==> src/rtl/fun_root_mul.sv <==
// fun_root_mul: result = a * floor(root(b)), with cube or square root selected per operation.
// The root is found one bit per cycle, MSB first, by restoring digit recurrence. It is then
// multiplied by a one bit per cycle, MSB first, with shift-add. Latency is 2K cycles, where K is
// the root bit count for the selected mode.
module fun_root_mul #(
  parameter int unsigned W = 8
) (
  input  logic                     clk,
  input  logic                     rst,
  input  logic [W-1:0]             a_i,
  input  logic [W-1:0]             b_i,
  input  logic                     mode_i,
  input  logic                     start,
  output logic [W+(W+1)/2-1:0]     result,
  output logic                     busy,
  output logic                     done
);

  localparam int unsigned RW = (W + 1) / 2;   // root width, sized for the square-root case
  localparam int unsigned PW = W + RW;        // exact product width
  localparam int unsigned KC = (W + 2) / 3;   // cube-root bit count
  localparam int unsigned IW = $clog2(RW);    // iteration index width
  localparam int unsigned SW = IW + 2;        // shift amount width (up to 3*index)
  localparam int unsigned TW = 2 * W + 4;     // trial-term width, holds 3y(y+1)+1 comfortably

  typedef enum logic [1:0] {StIdle, StRoot, StMul} state_e;

  state_e          r_state, w_state_d;
  logic [W-1:0]    r_a, w_a_d;
  logic [W-1:0]    r_rem, w_rem_d;
  logic [RW-1:0]   r_y, w_y_d;
  logic [IW-1:0]   r_cnt, w_cnt_d;
  logic            r_mode, w_mode_d;
  logic [PW-1:0]   r_acc, w_acc_d;
  logic [PW-1:0]   r_result, w_result_d;
  logic            r_done, w_done_d;

  logic [RW-1:0]   w_y2;
  logic [TW-1:0]   w_y2w;
  logic [TW-1:0]   w_t;
  logic [SW-1:0]   w_shamt;
  logic            w_take;
  logic            w_ybit;
  logic [PW-1:0]   w_acc_nx;
  logic [IW-1:0]   w_klast;

  // Root-step and multiply-step datapath
  always_comb begin
    w_y2    = r_y << 1;
    w_y2w   = TW'(w_y2);
    // Trial increment from (2y)^k to (2y+1)^k: square 4y+1, cube 3*2y*(2y+1)+1
    w_t     = r_mode ? ((w_y2w << 1) + TW'(1))
                     : ((TW'(3) * w_y2w * (w_y2w + TW'(1))) + TW'(1));
    w_shamt = r_mode ? (SW'(r_cnt) << 1) : (SW'(r_cnt) * SW'(3));
    w_take  = ((TW'(r_rem) >> w_shamt) >= w_t);
    w_ybit  = r_y[r_cnt];
    w_acc_nx = (r_acc << 1) + (w_ybit ? PW'(r_a) : '0);
    w_klast = r_mode ? IW'(RW - 1) : IW'(KC - 1);
  end

  // Next-state logic for the IDLE -> ROOT -> MUL sequence
  always_comb begin
    w_state_d  = r_state;
    w_a_d      = r_a;
    w_rem_d    = r_rem;
    w_y_d      = r_y;
    w_cnt_d    = r_cnt;
    w_mode_d   = r_mode;
    w_acc_d    = r_acc;
    w_result_d = r_result;
    w_done_d   = 1'b0;
    unique case (r_state)
      StIdle: begin
        if (start) begin
          w_a_d     = a_i;
          w_rem_d   = b_i;
          w_mode_d  = mode_i;
          w_y_d     = '0;
          w_cnt_d   = mode_i ? IW'(RW - 1) : IW'(KC - 1);
          w_state_d = StRoot;
        end
      end
      StRoot: begin
        if (w_take) begin
          w_rem_d = r_rem - W'(w_t << w_shamt);
          w_y_d   = w_y2 + RW'(1);
        end else begin
          w_y_d   = w_y2;
        end
        if (r_cnt == '0) begin
          w_state_d = StMul;
          w_cnt_d   = w_klast;
          w_acc_d   = '0;
        end else begin
          w_cnt_d   = r_cnt - IW'(1);
        end
      end
      StMul: begin
        w_acc_d = w_acc_nx;
        if (r_cnt == '0) begin
          w_state_d  = StIdle;
          w_result_d = w_acc_nx;
          w_done_d   = 1'b1;
        end else begin
          w_cnt_d    = r_cnt - IW'(1);
        end
      end
      default: w_state_d = StIdle;
    endcase
  end

  // State registers with asynchronous reset
  always_ff @(posedge clk or posedge rst) begin
    if (rst) begin
      r_state  <= StIdle;
      r_a      <= '0;
      r_rem    <= '0;
      r_y      <= '0;
      r_cnt    <= '0;
      r_mode   <= 1'b0;
      r_acc    <= '0;
      r_result <= '0;
      r_done   <= 1'b0;
    end else begin
      r_state  <= w_state_d;
      r_a      <= w_a_d;
      r_rem    <= w_rem_d;
      r_y      <= w_y_d;
      r_cnt    <= w_cnt_d;
      r_mode   <= w_mode_d;
      r_acc    <= w_acc_d;
      r_result <= w_result_d;
      r_done   <= w_done_d;
    end
  end

  assign busy   = (r_state != StIdle);
  assign done   = r_done;
  assign result = r_result;

endmodule
==> config.mk <==
export PLATFORM = sky130hd
export DESIGN_NAME = fun_root_mul
export DESIGN_NICKNAME = d
export VERILOG_FILES = /design/src/rtl/fun_root_mul.sv
export SDC_FILE = /design/constraint.sdc
export NUM_CORES = 1
export LEC_CHECK = 0
export BUFFER_PORTS_ARGS = -buffer_cell sky130_fd_sc_hd__buf_4
export CAP_MARGIN = 20
export CORE_MARGIN = 1
export CORE_UTILIZATION = 65
export CTS_BUF_LIST = sky130_fd_sc_hd__clkbuf_8
export DETAILED_ROUTE_END_ITERATION = 12
export HOLD_SLACK_MARGIN = 0.12
export PLACE_DENSITY = 0.95
export SKIP_LAST_GASP = 1
export SYNTH_ARGS = -nofsm -noshare
export SYNTH_HDL_FRONTEND = slang
export SYNTH_SLANG_ARGS = --single-unit
==> constraint.sdc <==
create_clock -name clk -period 16.05 [get_ports clk]
set_clock_uncertainty 0.05 [all_clocks]
set_input_delay 0 -clock clk [delete_from_list [all_inputs] [get_ports clk]]
set_output_delay 0 -clock clk [all_outputs]
set_load 0.02 [all_outputs]
==> run_results.csv, run 1 <==
group,metric,value,unit
clock_network,cts_tree,"yes",
drt,dr_total_vias,3864,
floorplan,design.core.area,6310,um^2
timing,slew_violations,0,
timing,setup_tns,0,ns
critical_path,worstReg2RegStart,"r_y[1]",
clock_network,worstSkewPairLatency,0.31,ns
timing,worstMarginPinSlew,0.894,ns
timing,setup_viol,0,
timing,rsz0062_at_grt,"no",
drt,dr.first_iter.drc_count,518,
drt,drcViolationCount,0,
critical_path,cp-end-kind,"flip-flop",
clock_network,root_buffer,"clkbuf_8",
timing,finalCriticalPeriod,5.58,ns
clock_network,clkTransAtPathRegs,0.10,ns
drt,wl_per_cell,18.1,um
grt,grt_pass1_vias,3862,
drt,vias_per_cell,6.51,
final_layout,antenna_cells,0,
grt,grt_start_max_net_pins,50,
placed_design,gp_congestion,0.950,
grt,grt_pass1_wl,18.1,mm
critical_path,start_kind,"flip-flop",
grt,overflow,0,
yosys,yosysWarningCount,0,
timing,slew_headroom,40.3,%
timing,clock.fmax,179,MHz
critical_path,reg2reg_to,"r_rem[0]",
outcome,outcome,"completed",
floorplan,fp.dieH,82.9,um
floorplan,rows,29,
critical_path,critPathRequiredTime,16.20,ns
placed_design,hpwlAfterDp,7.36,mm
hold_path,min-delay-path-class,"in -> async",
drt,ant_nets,0,
critical_path,startpoint,"r_y[1]",
grt,antenna_found_initial,0,
timing,post-route-period-util,34.8,%
yosys,synthCells,476,
placed_design,io_buffers,33,
critical_path,arrival,5.73,ns
clock_network,cts_sinks,49,
yosys,synthArstFlopShare,100,%
final_layout,area_delta_synth_final,13.8,%
yosys,synth_seq_cells,49,
timing,hold_viol_final,0,
yosys,avgSynthCellArea,8.93,um^2
drt,wl,10.7,mm
floorplan,initial_core_util,67.3,%
final_layout,drive_above_1_share,13.5,%
clock_network,cts_made_buffers,5,
critical_path,cp_max_fo,21,
final_layout,final_cell_mix,"57 x nand2_1, 49 x dfrtp_1, 48 x ha_1",
yosys,synth_ff_type,"dfrtp_1",
drt,dr.pass1.iters,6,
final_layout,layout.nets,588,
grt,grtUsageTotal,32.2,%
yosys,synth.yosys.seq_area_share,28.8,%
critical_path,ff2ff_setup_slack,10.47,ns
floorplan,io_pins,34,
clock_network,cts_max_path_buffers,2,
critical_path,worstRegToRegCells,20,
final_layout,fill_cells,400,
clock_network,h-tree-depth,2,
floorplan,fp.dieW,82.9,um
job,max_cap_violations,0,
floorplan,dieArea,6870,um^2
final_layout,layout_commonest_cell,"nand2_1",
clock_network,cts_resized,0,
critical_path,crit_type,"reg -> reg",
yosys,syn_nets,548,
yosys,synthDistinctLibCells,54,
yosys,syn_area,4250,um^2
yosys,synth_edf_count,0,
[state kept, by name, indices dropped and copies added (netlist names)]
register and flops:
r_state 2, r_rem 8, result 12, done 1, r_mode 1, r_cnt 2
r_a 8, r_acc 11, r_y 4
[critical path, cell delays in order, from the launching register on]
cell and delay [ns]:
dfrtp_1 0.78, inv_1 0.16, ha_1 0.44, xnor2_1 0.33, xnor2_1 0.10, nor2_1 0.11, a21oi_1 0.07, fa_1 0.53
inv_1 0.07, fa_1 0.52, nor2b_1 0.17, o21ai_0 0.11, xnor2_1 0.15, nand2b_1 0.15, ha_1 0.30, nand4_1 0.12
nor2_1 0.08, a2111oi_4 0.60, nor2_1 0.10, mux2_2 0.29, a22o_1 0.23
[through the flow]
step           utilization, %  hold WS [ns]  cell area (um^2)  setup slack, ns  std cells
2_1_floorplan               -         0.100              4250            11.01        476
4_1_cts                  76.3         0.411              4820            10.56        593
3_5_place_dp             71.5         0.190              4510            10.55        566
5_1_grt                  76.6         0.271              4840            10.16        594
6_report                 76.6         0.230              4840            10.47        594
3_3_place_gp             71.5         0.183              4510            10.85        566
[Yosys cell counts (14+ instances only)]
cell | instances | area share [%]
nor2b_1 | 14 | 2.1
nor2_1 | 23 | 2.0
mux2i_1 | 18 | 4.2
inv_1 | 19 | 1.7
nand2_1 | 57 | 5.0
ha_1 | 48 | 14
clkbuf_1 | 14 | 1.2
mux2_2 | 14 | 3.7
o21ai_0 | 41 | 4.8
dfrtp_1 | 49 | 29
a21oi_1 | 33 | 3.9
[worst max-delay path by stage]
stage	slack, ns	to
final	10.47	r_rem[0]
after global routing	10.16	r_rem[0]
after CTS	10.56	r_rem[0]
after detailed placement	10.55	r_rem[0]
after global placement	10.85	r_rem[0]
after floorplan	11.01	r_rem[7]
[logic make-up after synthesis]
| family | synth area share [%] |
|---|---|
| xor+xnor | 4.53 |
| mux | 11.1 |
| simple gates | 17.0 |
| compound gates | 18.6 |
| flops | 28.8 |
| fa+ha+maj | 16.0 |
| buf+inv | 3.86 |
[layer usage]
layer	GRT usage, %	vias to the layer above	wire length [um]
met4	11.4	0	291
met1	42.1	1844	4340
met2	54.5	215	5290
met5	0	-	0
met3	4.57	34	814
li1	-	1771	-
[timing repair]
action                    in CTS  in global routing
setup buffers                  0                  0
hold buffers                  19                  0
hold endpoints to repair      69                  0
[layout make-up]
class | count | area, um^2 | area share, %
multi-input combinational | 386 | 2860 | 59.1
inverter | 20 | 75.1 | 1.55
clock buffer | 5 | 68.8 | 1.42
tap | 77 | 96.3 | 1.99
clock inverter | 3 | 46.3 | 0.957
sequential | 49 | 1230 | 25.3
timing repair buffer | 54 | 465 | 9.62
Power of run 1 is not shown: default switching activity piles up to over one toggle a cycle in this logic, so the estimate is an artifact.
==> inputs of run 2 (changes only) <==
- CORE_UTILIZATION: 65 -> 57
- PLACE_DENSITY: 0.95 -> 0.88
- clock period: 16.05 -> 4.6 ns (I/O delays scaled with it)
==> run 2 against run 1 <==
  * The run now ends with setup timing left
  * Routed wire length grew 3.2%
  * Final cell count grew 7.2%
  * Sequential share of layout area shrank 1.5 points
  * Worst hold slack lost 0.090 ns
  * Cell area grew 6.5%
  * Core utilization shrank 5.2 points
  * Critical path depth grew 1
  * First-iteration DRC count shrank 42%
  * Critical path type unchanged
  * Largest cell class unchanged
  * Highest routed layer unchanged
==> run_results.csv, run 2 (synthesized netlist as in run 1, its figures left out) <==
group,metric,value,unit
timing,slew_headroom,42.3,%
final_layout,final_cell_area,5150,um^2
floorplan,fp.dieH,88.4,um
clock_network,worstSkewPairLatency,0.32,ns
drt,vias_per_cell,6.13,
final_layout,antenna_cells,0,
clock_network,cts_tree,"yes",
critical_path,worstReg2RegStart,"r_y[1]",
drt,ant_nets,0,
clock_network,cts_made_buffers,5,
grt,grt_start_max_net_pins,50,
final_layout,drive_above_1_share,21.4,%
outcome,outcome,"finished with violations",
placed_design,hpwlAfterDp,7.67,mm
placed_design,dp_cells,599,
timing,post-route-period-util,101,%
clock_network,h-tree-depth,2,
drt,drcViolationCount,0,
drt,dr_total_vias,3905,
timing,clock.fmax,216,MHz
grt,overflow,0,
critical_path,startpoint,"r_y[1]",
floorplan,fp.dieW,88.4,um
grt,antenna_found_initial,0,
critical_path,cp-end-kind,"flip-flop",
clock_network,cts_max_path_buffers,2,
drt,dr.first_iter.drc_count,301,
timing,fin_ws,-0.0263,ns
timing,setup_tns,-0.0297,ns
grt,grt_pass1_wl,17.4,mm
job,max_cap_violations,0,
final_layout,area_delta_synth_final,21.2,%
floorplan,design.core.area,7210,um^2
final_layout,utilization,71.4,%
final_layout,layout.nets,609,
critical_path,arrival,4.77,ns
floorplan,rows,31,
timing,finalCriticalPeriod,4.63,ns
placed_design,postPlaceCellArea,4650,um^2
drt,wl_per_cell,17.4,um
drt,wl,11.1,mm
placed_design,io_buffers,33,
drt,dr.pass1.iters,5,
critical_path,start_kind,"flip-flop",
clock_network,clkTransAtPathRegs,0.10,ns
timing,setup_viol,2,
timing,hold_viol_final,0,
grt,grt_pass1_vias,3859,
final_layout,layout_commonest_cell,"nand2_1",
placed_design,gp_congestion,0.917,
floorplan,dieArea,7810,um^2
floorplan,initial_core_util,58.9,%
hold_path,min-delay-path-class,"in -> async",
clock_network,cts_sinks,49,
critical_path,cp_max_fo,4,
grt,grtUsageTotal,28.8,%
floorplan,io_pins,34,
outcome,violations,"setup timing",
critical_path,critPathRequiredTime,4.75,ns
clock_network,root_buffer,"clkbuf_8",
final_layout,largest_reg_flops,12,
timing,slew_violations,0,
critical_path,crit_type,"reg -> reg",
final_layout,final_cell_mix,"57 x nand2_1, 54 x buf_4, 48 x dfrtp_1",
timing,worstMarginPinSlew,0.864,ns
final_layout,stdcell_count,637,
==> run 2: cell types whose count changed in the layout (fill, tap and decap cells not counted), moves of 3 or more <==
cell and change:
buf_4 +20, ha_4 +3, ha_1 -4, xnor2_1 -3, a21oi_1 -3, a21oi_2 +3
o21ai_0 -4
==> run 2: layer usage <==
layer / vias up / GRT usage (%) / wire (um)
met5: - / 0 / 0
met4: 0 / 12.0 / 436
met3: 47 / 5.32 / 717
met2: 169 / 50.8 / 5610
met1: 1872 / 34.5 / 4310
li1: 1817 / - / -
==> run 2: worst max-delay path: stages, from the launching register on <==
cell and delay [ns]:
dfrtp_2 0.45, inv_2 0.09, ha_4 0.23, xnor2_4 0.15, xnor2_2 0.15, nor2_2 0.14
a21oi_2 0.07, fa_1 0.55, inv_2 0.06, fa_2 0.44, xnor2_2 0.17, mux2_2 0.26
a21oi_1 0.19, nor2_1 0.08, o21ai_2 0.20, ha_4 0.24, or3_4 0.34, o21ai_2 0.08
a21oi_2 0.07, xor2_1 0.19, a31oi_1 0.11, o22a_1 0.19
==> run 2: area by class of cell <==
cell class / count / area [um^2]
clock buffer: 6 / 82.6
clock inverter: 2 / 17.5
sequential: 49 / 1230
inverter: 20 / 75.1
fill: 536 / 2060
timing repair buffer: 75 / 627
tap: 99 / 124
multi-input combinational: 386 / 3000
==> run 2: worst paths after layout <==
path                                  end  slack (ns)  cells after the start
worst max-delay path             r_rem[7]       -0.03                     21
worst min-delay path             r_rem[3]        0.14                      3
worst max register to register   r_rem[7]       -0.03                     21
worst min register to register  result[1]        0.43                      2
max in group asynchronous          r_y[1]        3.89                      4
min in group clk                   r_a[7]        0.40                      3
==> run 2: stage by stage <==
step / worst slack (ns) / hold slack (ns)
floorplan: 0.00305 / 0.100
global placement: 0.135 / 0.184
detailed placement: -0.0467 / 0.188
CTS: 0.00364 / 0.398
global route: -0.207 / 0.141
finish: -0.0263 / 0.140
==> run 2: what timing repair did <==
action,4_1_cts,5_1_grt
hold buffers,19,0
endpoints found under the hold margin,69,0
buffers inserted,0,10
setup endpoints to repair,2,8
pin swaps,1,17
resized for setup,3,21
Power of run 2 is left out for the same reason.
==> inputs of run 3 (changes only) <==
- CORE_UTILIZATION: 57 -> 40
- PLACE_DENSITY: 0.88 -> 0.68
==> run 3 against run 2 <==
  * The run now ends clean
  * Critical path depth shrank 2
  * Register-to-register slack gained 0.19 ns
  * Via count decreased by 5.4%
  * Sequential share of layout area is 0.081 points higher
  * Die area increased by 41%
  * Setup slack gained 0.19 ns
  * Sequential cell count unchanged
  * First-iteration DRC count fell by 44%
==> run_results.csv, run 3 (synthesized netlist as in run 1, its figures left out) <==
group,metric,value,unit
outcome,outcome,"completed",
floorplan,fp.dieH,105,um
critical_path,start_kind,"flip-flop",
power_and_ir_drop,power.density,834,nW/um^2
clock_network,clkTransAtPathRegs,0.09,ns
grt,grt_pass1_vias,3677,
clock_network,worstSkewPairLatency,0.30,ns
timing,slew_headroom,41.7,%
drt,dr.pass1.iters,5,
drt,wl,10.5,mm
placed_design,io_buffers,33,
floorplan,io_pins,34,
placed_design,hpwlAfterDp,7.76,mm
grt,grt_start_max_net_pins,50,
clock_network,cts_tree,"yes",
floorplan,initial_core_util,41.2,%
final_layout,largest_reg_flops,12,
critical_path,critPathRequiredTime,4.79,ns
final_layout,area_delta_synth_final,20.8,%
final_layout,final_cell_mix,"57 x nand2_1, 54 x buf_4, 48 x dfrtp_1",
power_and_ir_drop,netSwitchingPower,2050,uW
power_and_ir_drop,p_leak,0.00241,uW
final_layout,layout_commonest_cell,"nand2_1",
grt,overflow,0,
job,max_cap_violations,0,
drt,wl_per_cell,15.6,um
timing,whs,0.370,ns
timing,setup_viol,0,
floorplan,rows,37,
power_and_ir_drop,p_clk_share,6.5,%
timing,post-route-period-util,96.4,%
critical_path,worstRegToRegCells,19,
placed_design,pre_cts_ws,-0.123,ns
hold_path,min-delay-path-class,"in -> async",
clock_network,cts_made_buffers,5,
critical_path,crit_type,"reg -> reg",
timing,worstMarginPinSlew,0.872,ns
final_layout,utilization,49.7,%
grt,grtUsageTotal,19.3,%
power_and_ir_drop,p_seq_share,18.6,%
clock_network,cts_max_path_buffers,2,
final_layout,drive_above_1_share,19.8,%
grt,grt_pass1_wl,17.3,mm
power_and_ir_drop,power.share.switching,47.9,%
critical_path,cp_max_fo,6,
drt,ant_nets,0,
drt,dr_total_vias,3695,
critical_path,cp-end-kind,"flip-flop",
final_layout,layout.nets,607,
drt,dr.first_iter.drc_count,170,
clock_network,h-tree-depth,2,
drt,vias_per_cell,5.50,
power_and_ir_drop,p_int,2230,uW
timing,slew_violations,0,
grt,antenna_found_initial,0,
power_and_ir_drop,pwr-share-comb,74.9,%
clock_network,root_buffer,"clkbuf_8",
power_and_ir_drop,ir_drop,528,uV
timing,finalCriticalPeriod,4.44,ns
placed_design,gp_congestion,0.885,
clock_network,cts_sinks,49,
critical_path,arrival,4.62,ns
floorplan,design.core.area,10300,um^2
floorplan,dieArea,11000,um^2
timing,fin_ws,0.165,ns
timing,clock.fmax,225,MHz
final_layout,antenna_cells,0,
timing,hold_viol_final,0,
power_and_ir_drop,finalPower,4280,uW
drt,drcViolationCount,0,
floorplan,fp.dieW,105,um
-- run 3: per-layer routing --
layer	vias to the layer above	part of all wire [%]	global-route usage, %
met4	0	1.9	5.43
met2	92	50	33.9
met5	-	0	0
met3	16	3.9	3.18
li1	1809	-	-
met1	1778	44	24.4
-- run 3: per-stage QoR --
| stage | cell area (um^2) | setup TNS, ns | std cells |
|---|---|---|---|
| floorplan | 4300 | 0 | 476 |
| global placement | 4710 | 0 | 637 |
| detailed placement | 4710 | -0.192 | 637 |
| CTS | 5020 | 0 | 666 |
| global route | 5130 | -0.0242 | 672 |
| finish | 5130 | 0 | 672 |
-- run 3: timing repair --
action | in CTS | in global routing
hold endpoints to repair | 69 | 0
cloned | 0 | 0
hold buffers | 19 | 0
endpoints found under the setup margin | 5 | 9
gates resized for setup | 2 | 13
buffers inserted | 2 | 6
pin swaps | 0 | 10
-- run 3: critical path, cell delays in order, from the launching register on --
cell     delay [ns]
dfrtp_2        0.43
buf_4          0.15
ha_1           0.28
a21oi_2        0.17
xor2_1         0.11
fa_1           0.56
inv_2          0.06
fa_2           0.45
xnor2_2        0.18
mux2_2         0.29
a21oi_2        0.15
nor2_1         0.06
o21ai_2        0.18
ha_1           0.27
or3_1          0.32
o21ai_2        0.08
a21oi_2        0.07
xor2_1         0.18
a31oi_1        0.19
o22a_1         0.15
-- run 3: final timing paths --
| kind | start | slack (ns) | to |
|---|---|---|---|
| hold / removal | rst | 0.37 | r_rem[5] |
| max in group asynchronous | rst | 3.68 | r_y[1] |
| setup / recovery | r_y[1] | 0.16 | r_rem[7] |
| hold reg to reg | result[8] | 0.44 | result[8] |
| setup reg to reg | r_y[1] | 0.16 | r_rem[7] |
| min in group clk | a_i[7] | 0.42 | r_a[7] |
-- run 3: power groups by stage --
stage          sequential (uW)  combinational, uW  clock [uW]
6_report                   798               3210         278
5_1_grt                    824               3550         308
4_1_cts                    790               2980         291
3_5_place_dp               803               2930           0
3_3_place_gp               789               2860           0
2_1_floorplan              780               2260           0
-- run 3: layout make-up --
| class | count | area, um^2 |
|---|---|---|
| fill | 957 | 5190 |
| multi-input combinational | 386 | 2970 |
| sequential | 49 | 1230 |
| timing repair buffer | 73 | 596 |
| tap | 136 | 170 |
| clock buffer | 6 | 82.6 |
| inverter | 20 | 75.1 |
| clock inverter | 2 | 17.5 |
Note: power is estimated with default switching activity, not from simulation.
